File: src/rtl/txs_burst_sink.sv
// -----------------------------------------------------------------------------
// txs_burst_sink
//   Avalon-MM burst-write responder for the 128-bit TXS interface. It accepts
//   txs_write bursts, throttles the master with a registered waitrequest
//   (a rotating stall mask plus FIFO occupancy), and forwards every accepted
//   beat as {word address, data} through a small FIFO to a memory write port.
//   It also reports burst completion, a running beat count and sticky
//   protocol error flags.
//
// Ports
//   c                in   clock
//   rst_n            in   asynchronous active-low reset
//   txs_write        in   write request, qualified by ~txs_waitrequest
//   txs_address      in   [22:0] byte address, sampled on the first beat only
//   txs_burstcount   in   [5:0] beats in burst, sampled on the first beat only
//   txs_writedata    in   [127:0] beat data
//   txs_waitrequest  out  registered backpressure to the master
//   stall_pattern    in   [15:0] rotating stall mask, bit=1 stalls that cycle
//   out_valid        out  FIFO head valid
//   out_ready        in   consumer takes the head when out_valid & out_ready
//   out_addr         out  [18:0] word address (byte address >> 4)
//   out_data         out  [127:0] beat data
//   burst_done       out  1-cycle pulse after the last beat of a burst
//   burst_base       out  [22:0] byte address of the last completed burst
//   burst_len        out  [5:0] burstcount of the last completed burst
//   beat_count       out  [31:0] total accepted beats, wraps modulo 2^32
//   err_flags        out  [2:0] sticky: [0] burstcount 0, [1] unaligned
//                         address, [2] burstcount > MAX_BURST
//   err_clr          in   clears err_flags (a new error in the same cycle wins)
// -----------------------------------------------------------------------------
module txs_burst_sink #(
  parameter int FIFO_DEPTH = 4,
  parameter int MAX_BURST  = 32
) (
  input  logic         c,
  input  logic         rst_n,
  input  logic         txs_write,
  input  logic [22:0]  txs_address,
  input  logic [5:0]   txs_burstcount,
  input  logic [127:0] txs_writedata,
  output logic         txs_waitrequest,
  input  logic [15:0]  stall_pattern,
  output logic         out_valid,
  input  logic         out_ready,
  output logic [18:0]  out_addr,
  output logic [127:0] out_data,
  output logic         burst_done,
  output logic [22:0]  burst_base,
  output logic [5:0]   burst_len,
  output logic [31:0]  beat_count,
  output logic [2:0]   err_flags,
  input  logic         err_clr
);

  localparam int AW = $clog2(FIFO_DEPTH);
  localparam int CW = AW + 1;
  // Stall once the FIFO would hold DEPTH-1 entries: because waitrequest is
  // registered, one more beat can still land the cycle the flag rises.
  localparam logic [CW-1:0] STALL_LVL = CW'(FIFO_DEPTH - 1);
  localparam logic [5:0]    MAX_BC    = 6'(MAX_BURST);

  typedef enum logic [0:0] {
    IDLE  = 1'b0,
    BURST = 1'b1
  } state_t;

  // Control state
  state_t          state_q, state_d;
  logic [3:0]      idx_q;
  logic            wreq_q, wreq_d;
  logic [18:0]     wptr_q, wptr_d;
  logic [5:0]      remain_q, remain_d;
  logic [22:0]     base_q, base_d;
  logic [5:0]      len_q, len_d;
  logic            done_q;
  logic [22:0]     done_base_q, done_base_d;
  logic [5:0]      done_len_q, done_len_d;
  logic [31:0]     beat_cnt_q;
  logic [2:0]      err_q, err_d, err_set;

  // FIFO
  logic [146:0]    mem [FIFO_DEPTH];
  logic [AW-1:0]   wr_ptr_q, rd_ptr_q;
  logic [CW-1:0]   count_q, count_d;

  logic            accept;
  logic            push;
  logic            pop;
  logic            last_beat;
  logic [18:0]     push_addr;

  assign accept = txs_write & ~wreq_q;
  assign pop    = (count_q != '0) & out_ready;

  // Next-state / burst bookkeeping
  always_comb begin
    state_d     = state_q;
    wptr_d      = wptr_q;
    remain_d    = remain_q;
    base_d      = base_q;
    len_d       = len_q;
    push        = 1'b0;
    push_addr   = wptr_q;
    last_beat   = 1'b0;
    err_set     = 3'b000;
    done_base_d = base_q;
    done_len_d  = len_q;

    case (state_q)
      IDLE: begin
        if (accept) begin
          base_d = txs_address;
          len_d  = txs_burstcount;
          if (txs_burstcount == 6'd0) begin
            // Zero-length burst: flag it and drop the beat entirely.
            err_set[0] = 1'b1;
          end else begin
            if (txs_address[3:0] != 4'd0) err_set[1] = 1'b1;
            if (txs_burstcount > MAX_BC)  err_set[2] = 1'b1;
            push        = 1'b1;
            push_addr   = txs_address[22:4];
            wptr_d      = txs_address[22:4] + 19'd1;
            remain_d    = txs_burstcount - 6'd1;
            done_base_d = txs_address;
            done_len_d  = txs_burstcount;
            if (txs_burstcount == 6'd1) begin
              last_beat = 1'b1;
            end else begin
              state_d = BURST;
            end
          end
        end
      end

      BURST: begin
        // Address/burstcount inputs are ignored until the burst completes.
        if (accept) begin
          push      = 1'b1;
          push_addr = wptr_q;
          wptr_d    = wptr_q + 19'd1;
          remain_d  = remain_q - 6'd1;
          if (remain_q == 6'd1) begin
            last_beat = 1'b1;
            state_d   = IDLE;
          end
        end
      end

      default: state_d = IDLE;
    endcase
  end

  always_comb begin
    count_d = count_q + {{(CW-1){1'b0}}, push} - {{(CW-1){1'b0}}, pop};
    wreq_d  = stall_pattern[idx_q] | (count_d >= STALL_LVL);
    // A set in the same cycle as a clear survives.
    err_d   = (err_clr ? 3'b000 : err_q) | err_set;
  end

  always_ff @(posedge c or negedge rst_n) begin
    if (!rst_n) begin
      state_q     <= IDLE;
      idx_q       <= 4'd0;
      wreq_q      <= 1'b1;
      wptr_q      <= '0;
      remain_q    <= '0;
      base_q      <= '0;
      len_q       <= '0;
      wr_ptr_q    <= '0;
      rd_ptr_q    <= '0;
      count_q     <= '0;
      done_q      <= 1'b0;
      done_base_q <= '0;
      done_len_q  <= '0;
      beat_cnt_q  <= '0;
      err_q       <= '0;
    end else begin
      state_q  <= state_d;
      idx_q    <= idx_q + 4'd1;
      wreq_q   <= wreq_d;
      wptr_q   <= wptr_d;
      remain_q <= remain_d;
      base_q   <= base_d;
      len_q    <= len_d;
      count_q  <= count_d;
      err_q    <= err_d;
      done_q   <= last_beat;
      if (last_beat) begin
        done_base_q <= done_base_d;
        done_len_q  <= done_len_d;
      end
      if (push) begin
        wr_ptr_q   <= wr_ptr_q + AW'(1);
        beat_cnt_q <= beat_cnt_q + 32'd1;
      end
      if (pop) begin
        rd_ptr_q <= rd_ptr_q + AW'(1);
      end
    end
  end

  // FIFO storage carries data only, so it is left out of reset.
  always_ff @(posedge c) begin
    if (push) begin
      mem[wr_ptr_q] <= {push_addr, txs_writedata};
    end
  end

  assign txs_waitrequest      = wreq_q;
  assign out_valid            = (count_q != '0);
  assign {out_addr, out_data} = mem[rd_ptr_q];
  assign burst_done           = done_q;
  assign burst_base           = done_base_q;
  assign burst_len            = done_len_q;
  assign beat_count           = beat_cnt_q;
  assign err_flags            = err_q;

endmodule

File: config.mk
export PLATFORM = sky130hd
export DESIGN_NAME = txs_burst_sink
export DESIGN_NICKNAME = d
export VERILOG_FILES = /design/src/rtl/txs_burst_sink.sv
export SDC_FILE = /design/constraint.sdc
export NUM_CORES = 1
export LEC_CHECK = 0
export CAP_MARGIN = 20
export CORE_MARGIN = 4
export CORE_UTILIZATION = 34
export DETAILED_ROUTE_END_ITERATION = 10
export GPL_TIMING_DRIVEN = 0
export SETUP_SLACK_MARGIN = 0.15
export SLEW_MARGIN = 20
export SYNTH_ARGS = -nofsm -noshare
export SYNTH_HDL_FRONTEND = slang
export SYNTH_SLANG_ARGS = --single-unit
File: constraint.sdc
create_clock -name c -period 7.75 [get_ports c]
set_clock_uncertainty 0.05 [all_clocks]
set_input_delay 0.775 -clock c [delete_from_list [all_inputs] [get_ports c]]
set_output_delay 0.775 -clock c [all_outputs]
set_load 0.01 [all_outputs]
==> metrics.md <==
| Metric | Value |
|---|---|
| Area Overhead vs Synth | 29.6% |
| Net Switching | about 3.6 mW |
| DRT Wirelength | around 68 mm |
| Switch share | 0.289 |
| Post-synth EDFFs | ~590 |
| Maximum clock frequency | roughly 230 MHz |
| NumNets Final | 2197 |
| Largest net degree at the start of global routing | between 90 and 100 |
| CTS buffer count | between 80 and 90 |
| Register-to-Register Path Depth | 13 |
| Vias | around 16000 |
| Worst-Skew Late Latency | a little over 0.6 ns |
| Worst-margin pin slew | slightly above 0.9 ns |
| # IOs | 392 |
| Vias per inst | about 5 |
| Mux share of post-synthesis cell area | 0.139 |
| Vias in the first global route | around 17000 |
| Worst EP arrival | 4.94 ns |
| Post-CTS Setup Repair Bufs | 0 |
| Clk pwr share | 0.304 |
| Final setup margin | ~3.3 ns |
| Worst setup EP type | flip-flop |
| Max cap viols | 0 |
| DRT Pass-1 Iters | 5 |
| Post-Synth Adder-Cell Area | 0.00648 |
| Post-route minimum period | 4.44 ns |
| Simple-Gate Fraction of Synth Area | 0.0540 |
| Initial detailed-routing violation count | around 900 |
| Maximum clock path buffer count | 3 |
| Final Hold Fails | 0 |
| DR WL/cell | 21.7 um |
| Worst reg-to-reg setup slack | 3.91 ns |
| Clk pin slew, worst setup/hold paths | ~0.06 ns |
| Setup Crit Path Kind | in2reg |
| Area of the die | roughly 0.088 mm^2 |
| R2r endpoint | txs_waitrequest |
| Sequential fraction of the synthesis area | 0.743 |
| Syn Nets | between 1500 and 2000 |
| HPWL after DPL | 46.5 mm |
| Worst setup SP type | input port |
| Leak Pwr | between 10 and 15 nW |
| Die width | 296 um |
| Pwr Total | around 13 mW |
| Placed cell area | roughly 0.034 mm^2 |
| Share of post-route cells with drive strength above 1 | 0.162 |
| HP Class | reg2reg |
| Netlist Area Pre-Place | around 0.028 mm^2 |
| CTS tree | yes |
| Largest family of logic cells by synthesized area | multiplexers |
| Detail Route Antenna Nets | 0 |
| Non-filler instance count after layout | approximately 3100 |
| Run status | complete, no violations |
| Remaining Overflow, GRT | 0 |
| Ys flop type | edfxtp_1 |
| Hold EP | base_q[11] |
| DRC errors left | 0 |
| R2R Path Start | state_q |
| Pre-CTS WS | 2.69 ns |
| GRT Util Overall | 0.154 |
| Commonest non-fill, non-tap cell in the layout | edfxtp_1 |
| Int Pwr | between 8 and 9 mW |
| Max VDD drop | 173 uV |
| Crit share post-route | 0.573 |
| Final instance area | between 0.03 and 0.04 mm^2 |
| First-pass GRT wire length | 102 mm |
| Syn Inst Count | between 1500 and 2000 |
| RePlAce Congestion | 0.831 |
| Yosys reg bits | 720 |
| DP Cell Count | between 2000 and 3000 |
| Synth Area in Compound Gates | 0.0231 |
| Power Dens Cells | around 340 mW/mm^2 |
| Combinational Power Share | 0.307 |
| Final Setup Violations | 0 |
| CORE AREA | between 0.08 and 0.09 mm^2 |
| Row count | between 100 and 150 |
| Critical path data required time | approximately 8.2 ns |
| Commonest cells after routing, fill and taps aside | edfxtp_1 (588), clkdlybuf4s50_1 (387), nand2_1 (197) |
| Antenna violations before repair | 11 |
| RSZ-0062 raised after global routing | false |
| Ys async rst share | 0.183 |
| Post-Synth XOR/XNOR Area | 0.0183 |
| Syn avg cell area | around 19 um^2 |
| Max-Slew Margin vs Limit | 0.397 |
| Clk root buf | clkbuf_16 |
| Sequential Power Share | 0.388 |
| IO buf count | between 300 and 400 |
| Clk sinks | 720 |
| Initial Utilization | 0.343 |
| Hold Startpoint | base_q[11] |
| Hold Crit Depth | 2 |
| Max H-tree Level | 3 |
| Die height | around 300 um |
| Max-slew violation count | 0 |
| CP max FO | 10 |
| Warnings from Yosys | 0 |
| Distinct cell type count after synthesis | 58 |
==> how the worst max path moves through the flow <==
stage	cells past startpoint	slack, ns	from	end
3_5_place_dp	15	2.69	txs_burstcount[0]	txs_waitrequest
4_1_cts	5	3.27	rd_ptr_q[0]	out_addr[6]
6_report	15	3.31	txs_burstcount[0]	txs_waitrequest
5_1_grt	15	3.11	txs_burstcount[0]	txs_waitrequest
3_3_place_gp	7	-2.61	txs_burstcount[0]	mem[0][104]
2_1_floorplan	6	1.85	txs_burstcount[0]	mem[3][0]
==> cell type report <==
cell class,count,area [um^2]
sequential,720,21000
tap,1070,1340
clock buffer,101,2130
multi-input combinational,705,6800
fill,7074,45600
clock inverter,42,538
antenna,7,17.5
timing repair buffer,405,4310
inverter,21,78.8
buffer,71,373
==> power groups by stage <==
stage	registers (mW)	logic (mW)	clock network (mW)
2_1_floorplan	4.94	2.00	0
3_3_place_gp	4.98	3.86	0
3_5_place_dp	4.93	3.94	0
4_1_cts	4.86	3.95	3.92
5_1_grt	4.90	4.17	4.08
6_report	4.86	3.84	3.80
==> kinds of logic after synthesis <==
family,after synthesis
mux,200
compound gates,105
simple gates,327
buf+inv,92
xor+xnor,59
flops,720
fa+ha+maj,14
==> critical path, cell delays in order <==
cell	delay (ns)
clkdlybuf4s50_1	0.47
inv_1	0.16
ha_1	0.24
nor3b_1	0.67
a21oi_1	0.43
inv_1	0.36
buf_2	0.37
ha_1	0.29
inv_1	0.06
ha_1	0.13
inv_1	0.04
fa_1	0.37
xnor2_1	0.15
xnor2_1	0.14
a211o_1	0.27
==> sequential cells by signal (all words and copies together), names as in the netlist <==
| name | count |
|---|---|
| burst_done | 1 |
| count_q | 3 |
| burst_len | 6 |
| mem | 588 |
| err_flags | 3 |
| len_q | 6 |
| idx_q | 4 |
| state_q | 1 |
| burst_base | 23 |
| beat_count | 32 |
| wr_ptr_q | 2 |
| base_q | 23 |
| remain_q | 6 |
| txs_waitrequest | 1 |
| wptr_q | 19 |
| rd_ptr_q | 2 |
==> metrics by stage <==
step,hold WS (ns),utilization,setup TNS (ns)
after detailed placement,0.414,0.412,0
after CTS,0.429,0.445,0
final,0.424,0.445,0
after global placement,0.412,0.407,-1482.95
after global routing,0.445,0.445,0
after floorplan,0.395,-,0
==> synth_stat cells (8+ instances only) <==
cell	instances	area share
clkbuf_1	31	0.0041
nand2_1	197	0.026
nor2_1	19	0.0025
buf_2	21	0.0037
and4_1	8	0.0025
a21oi_1	17	0.0030
edfxtp_1	588	0.63
o22ai_1	12	0.0027
mux2i_1	41	0.015
o21ai_1	21	0.0037
nand4_1	17	0.0038
dfrtp_1	131	0.12
inv_1	21	0.0028
xor2_1	24	0.0075
nor3_1	13	0.0023
xnor2_1	35	0.011
mux4_2	152	0.12
ha_1	13	0.0058
o21ai_0	27	0.0048
nand3_1	36	0.0064
buf_1	9	0.0012
==> per-layer routing <==
metal | global-route usage | share of wire | vias up
met5 | 0 | 0.00060 | -
met4 | 0.0525 | 0.024 | 6
met3 | 0.0422 | 0.078 | 107
met2 | 0.253 | 0.49 | 496
met1 | 0.199 | 0.41 | 7959
li1 | - | - | 6949
==> repair_timing <==
| item | CTS | global route |
|---|---|---|
| resized for setup | 0 | 0 |
| hold buffers | 1 | 0 |
| hold endpoints to repair | 37 | 0 |
Power figures use the tool's default switching activity.
